--- src/rtl/cp0_ctrl.sv ---
// cp0_ctrl: Coprocessor-0 controller for the M stage of the pipelined MIPS core.
// Arbitrates synchronous exceptions against hardware interrupts, drives Req,
// and holds SR / Cause / EPC / PRId for mtc0, mfc0 and eret.
// Optional build macro: CP0_INT_SYNC_EN adds a 2-flop synchroniser on hw_int.
module cp0_ctrl #(
    parameter logic [31:0] PRID_VALUE = 32'h0000_2024
) (
    input  logic        clk,
    input  logic        reset,
    input  logic        en,
    input  logic [4:0]  cp0_addr,
    input  logic [31:0] cp0_wdata,
    input  logic [31:0] vpc,
    input  logic        bd_in,
    input  logic [4:0]  exc_code_in,
    input  logic        eret,
    input  logic [5:0]  hw_int,
    output logic [31:0] cp0_rdata,
    output logic [31:0] epc_out,
    output logic        Req
);

    localparam logic [4:0] EXC_NONE  = 5'd0;
    localparam logic [4:0] ADDR_SR   = 5'd12;
    localparam logic [4:0] ADDR_CAUSE = 5'd13;
    localparam logic [4:0] ADDR_EPC  = 5'd14;
    localparam logic [4:0] ADDR_PRID = 5'd15;

    logic [5:0]  sr_im;
    logic        sr_exl;
    logic        sr_ie;
    logic        cause_bd;
    logic [5:0]  cause_ip;
    logic [4:0]  cause_exc;
    logic [31:0] epc;

    logic [5:0]  ip_src;
    logic        int_req;
    logic        exc_req;
    logic        wr_sr;
    logic        wr_epc;

`ifdef CP0_INT_SYNC_EN
    logic [5:0] int_sync1;
    logic [5:0] int_sync2;

    // Two-flop synchroniser for the asynchronous interrupt lines.
    always_ff @(posedge clk or posedge reset) begin
        if (reset) begin
            int_sync1 <= '0;
            int_sync2 <= '0;
        end else begin
            int_sync1 <= hw_int;
            int_sync2 <= int_sync1;
        end
    end

    assign ip_src = int_sync2;
`else
    assign ip_src = hw_int;
`endif

    assign int_req = (|(ip_src & sr_im)) & sr_ie & ~sr_exl;
    assign exc_req = (exc_code_in != EXC_NONE) & ~sr_exl;
    assign Req     = int_req | exc_req;

    // mtc0 only lands when no exception is being taken in the same cycle.
    assign wr_sr  = en & ~Req & (cp0_addr == ADDR_SR);
    assign wr_epc = en & ~Req & (cp0_addr == ADDR_EPC);

    // The eret redirect sees a same-cycle mtc0 to EPC without waiting for the edge.
    assign epc_out = wr_epc ? cp0_wdata : epc;

    // Architectural register update: exception entry beats mtc0 and eret.
    always_ff @(posedge clk or posedge reset) begin
        if (reset) begin
            sr_im     <= '0;
            sr_exl    <= 1'b0;
            sr_ie     <= 1'b0;
            cause_bd  <= 1'b0;
            cause_ip  <= '0;
            cause_exc <= '0;
            epc       <= '0;
        end else begin
            cause_ip <= ip_src;
            if (Req) begin
                sr_exl    <= 1'b1;
                cause_bd  <= bd_in;
                cause_exc <= int_req ? 5'd0 : exc_code_in;
                epc       <= bd_in ? (vpc - 32'd4) : vpc;
            end else begin
                if (wr_sr) begin
                    sr_im  <= cp0_wdata[15:10];
                    sr_exl <= cp0_wdata[1];
                    sr_ie  <= cp0_wdata[0];
                end
                if (wr_epc) begin
                    epc <= cp0_wdata;
                end
                // eret leaving the handler takes precedence over a same-cycle SR write of EXL.
                if (eret) begin
                    sr_exl <= 1'b0;
                end
            end
        end
    end

    // mfc0 read mux; shows pre-edge register contents.
    always_comb begin
        cp0_rdata = '0;
        case (cp0_addr)
            ADDR_SR:    cp0_rdata = {16'h0, sr_im, 8'h0, sr_exl, sr_ie};
            ADDR_CAUSE: cp0_rdata = {cause_bd, 15'h0, cause_ip, 3'h0, cause_exc, 2'b00};
            ADDR_EPC:   cp0_rdata = epc;
            ADDR_PRID:  cp0_rdata = PRID_VALUE;
            default:    cp0_rdata = '0;
        endcase
    end

endmodule

--- config.mk ---
export PLATFORM = sky130hd
export DESIGN_NAME = cp0_ctrl
export DESIGN_NICKNAME = d
export VERILOG_FILES = /design/src/rtl/cp0_ctrl.sv
export SDC_FILE = /design/constraint.sdc
export NUM_CORES = 1
export LEC_CHECK = 0
export CORE_MARGIN = 4
export CORE_UTILIZATION = 35
export DETAILED_ROUTE_END_ITERATION = 12
export GPL_ROUTABILITY_DRIVEN = 0
export PLACE_DENSITY = 0.67
export SLEW_MARGIN = 15
export SYNTH_ARGS = -nofsm -noshare
export SYNTH_HDL_FRONTEND = slang
export SYNTH_SLANG_ARGS = --single-unit
export TNS_END_PERCENT = 30
--- constraint.sdc ---
create_clock -name clk -period 3.85 [get_ports clk]
set_input_delay 0.9625 -clock clk [delete_from_list [all_inputs] [get_ports clk]]
set_output_delay 0.9625 -clock clk [all_outputs]
set_load 0.02 [all_outputs]
==> qor.txt <==
Clk_lat worst skew = 0.31 ns
Largest delay share family, worst path = buffers and inverters
Syn avg cell area = 9.772 um2
Psw = 0.001111 W
Power Density = 474.9 mW/mm2
Num rows = 37
Sw Ratio = 42.08%
Bufs and invs on worst path = 4
Slew HR = 55.55%
Main flop type after synthesis = dfrtp_1
Most frequent cell after synthesis = dfrtp_1
First drt pass iteration count = 4
Reg power frac = 36.6%
# nets final = 628
Wire per inst = 19.70 um
Syn Nets = 475
Crit Path Max Fanout = 13
CP Class = in -> out
WHS Path Cells = 2
Clk slew on worst S/H paths = 0.09 ns
Minimum clock period = 3.779 ns
RSZ-0062 raised after global routing = yes
CP Capture Type = output pin
Status = finished clean
GRT overflow = 0
Worst slew pin tran = 0.6500 ns
Layout cell share with drive strength beyond 1 = 23.02%
IO Pins = 150
Post-synth top area cell = dfrtp_1
Via-to-Cell Ratio = 5.573
GRT Util Overall = 20.71%
First-pass GRT wire length = 21.16 mm
Synth cell types = 54
Slowest-stage cell, CP = clkdlybuf4s50_1
List of most frequent post-synthesis cells = dfrtp_1, mux2i_1, mux2_2
Post-synth EDFFs = 0
Cell Area, Synth = 0.003801 mm2
Post-Syn Instances = 389
CTS Sinks = 52
Post-synthesis sequential area ratio = 34.23%
WP data required = 2.89 ns
Clock skew = 0.006067 ns
DRC = 0
Cells along the critical path = clkdlybuf4s50_1, and4bb_2, nand2_4, nor3_4, buf_6, buf_16, mux2_2, buf_2
Reg2reg end = sr_im[4]$_DFFE_PP0P_
Min-Delay Path Class = reg -> reg
Final Hold Fails = 0
R2R cell count = 6
Total number of vias = 3784
DRT iter0 DRCs = 260
Hold Path Sink = cause_exc[1]$_DFFE_PP0N_
FMAX = 264.6 MHz
Int Power = 0.001530 W
Final Cycle Share = 98.15%
CTS tree = done
Pre-CTS setup slack = -0.4223 ns
Area growth syn-to-layout = 46.31%
Largest net degree at the start of global routing = 38
IO Port Bufs = 149
Clock buffer depth = 2
Logic gate share of total power = 51.2%
ANT nets after route = 0
Clock Power Share = 12.2%
Maximum vdd ir drop = 0.2309 mV
Post-placement cell area = 0.005549 mm2
Die area = 0.01259 mm2
CTS buffer count = 5
Final wirelength = 13.38 mm
Post-synth ARST share = 100.0%
Synth Warn # = 0
Final Max Slew Viols = 0
Chip height = 112.2 um
Top cells by area, synth = dfrtp_1, mux2i_1, mux2_2
Hold Startpoint = cause_exc[1]$_DFFE_PP0N_
Die Wd = 112.2 um
Number of global-route vias before repair = 3819
Max Cap Viol = 0
Post-route cell area = 0.005562 mm2
Synth top area share = 34.23%
Worst path arrival time = 2.82 ns
LEAKAGE = 2.468 nW
Post-route setup slack = 0.07139 ns
Initial antenna violation count = 0
Post-DP HPWL = 10.39 mm
FF+latch count, synth = 52
CTS H-tree lvls = 2
Clock root cell = clkbuf_8
Endpoints failing setup = 0
ANT cells = 0
Core area = 0.01046 mm2
Reg-to-reg setup timing slack = 1.62 ns
Worst path max stage delay = 0.41 ns
Reg2Reg Launch Point = sr_im[1]$_DFFE_PP0P_
Initial Util = 36.33%
CP startpoint kind = input pin
layer usage:
layer | track usage, % | up-vias | share of wire [%]
li1 | - | 1810 | -
met1 | 26.94 | 1831 | 43
met2 | 36.07 | 123 | 51
met3 | 2.480 | 20 | 4.1
met4 | 6.170 | 0 | 2.0
met5 | 0 | - | 0
placed cells by master, fill, tap and decap left out, drive strengths merged, types with 2 or more instances in the layout:
cell            n
or3             9
and3           30
nand4           7
xor2           10
nor4            9
nor3            8
clkinv          2
nor4b           2
or2             4
a22oi           8
nor2           12
dlymetal6s2s    5
inv             6
or4             8
a2111oi        12
o21ai          23
mux2           40
a21oi           7
nand2b          2
nand3           9
dfrtp          52
nand2          15
clkdlybuf4s50  85
dlygate4sd2    27
nor2b           2
clkbuf         11
buf            51
and2            4
o31ai           7
xnor2           5
mux2i          42
a31oi          12
state kept, by name, summed over array words and instances (netlist names):
| signal | cells |
|---|---|
| sr_exl | 1 |
| cause_exc | 5 |
| sr_ie | 1 |
| epc | 32 |
| cause_bd | 1 |
| sr_im | 6 |
| cause_ip | 6 |
how the worst max path moves through the flow:
stage / startpoint / endpoint / slack (ns) / depth (start not counted)
final: cp0_addr[0] / epc_out[25] / 0.07 / 8
after global placement: hw_int[1] / epc_out[27] / -0.38 / 7
after global routing: cp0_addr[4] / epc_out[4] / -0.04 / 8
after CTS: hw_int[0] / Req / -0.09 / 7
after detailed placement: hw_int[1] / epc_out[27] / -0.42 / 7
after floorplan: hw_int[0] / epc_out[3] / 0.54 / 5
cell type report:
cell class | count | area, um2
flip-flops and latches | 52 | 1301
clock buffers | 6 | 82.58
clock inverters | 2 | 10.01
multi-input cells | 303 | 2409
fillers | 1015 | 4901
repair buffers | 174 | 1567
well taps | 136 | 170.2
inverters | 6 | 22.52
repair_timing:
item | 4_1_cts | 5_1_grt
setup endpoints to repair | 60 | 37
gates resized for setup | 147 | 21
cloned | 1 | 0
buffers inserted | 2 | 2
hold buffers | 0 | 0
pin swaps | 1 | 6
worst reg2reg max path: stages, from the launching register on:
cell and delay (ns):
dfrtp_1 0.42, a22oi_2 0.27, a311oi_4 0.15, buf_4 0.17, buf_12 0.15, nor3_2 0.56, mux2_2 0.41
through the flow:
| stage | utilization (%) | std cells | total power [W] | hold slack (ns) | setup TNS, ns |
|---|---|---|---|---|---|
| 2_1_floorplan | - | 389 | 0.001778 | 0.4793 | 0 |
| 3_3_place_gp | 53.04 | 667 | 0.002471 | 0.5090 | -14.51 |
| 3_5_place_dp | 53.04 | 667 | 0.002495 | 0.5141 | -16.02 |
| 4_1_cts | 53.04 | 678 | 0.002662 | 0.5403 | -0.09279 |
| 5_1_grt | 53.16 | 679 | 0.002817 | 0.5694 | -0.3773 |
| 6_report | 53.16 | 679 | 0.002641 | 0.5358 | 0 |
power groups by stage:
stage                     combinational (W)  sequential [W]  clock (W)
after floorplan                    0.000883        0.000894          0
after global placement              0.00149        0.000976          0
after detailed placement            0.00152        0.000976          0
after CTS                           0.00136        0.000968   0.000330
after global routing                0.00146         0.00101   0.000354
final                               0.00135        0.000968   0.000322
logic make-up after synthesis:
family                   after synthesis  synth area share [%]
AND/OR/NAND/NOR                      129                 22.02
buffers and inverters                 34                 3.687
XOR/XNOR                              15                 3.456
adder cells (fa/ha/maj)                1                0.3291
flip-flops                            52                 34.23
multiplexers                          82                 22.91
AO/OA/AOI/OAI                         76                 13.36
(Power assumes the default switching activity.)
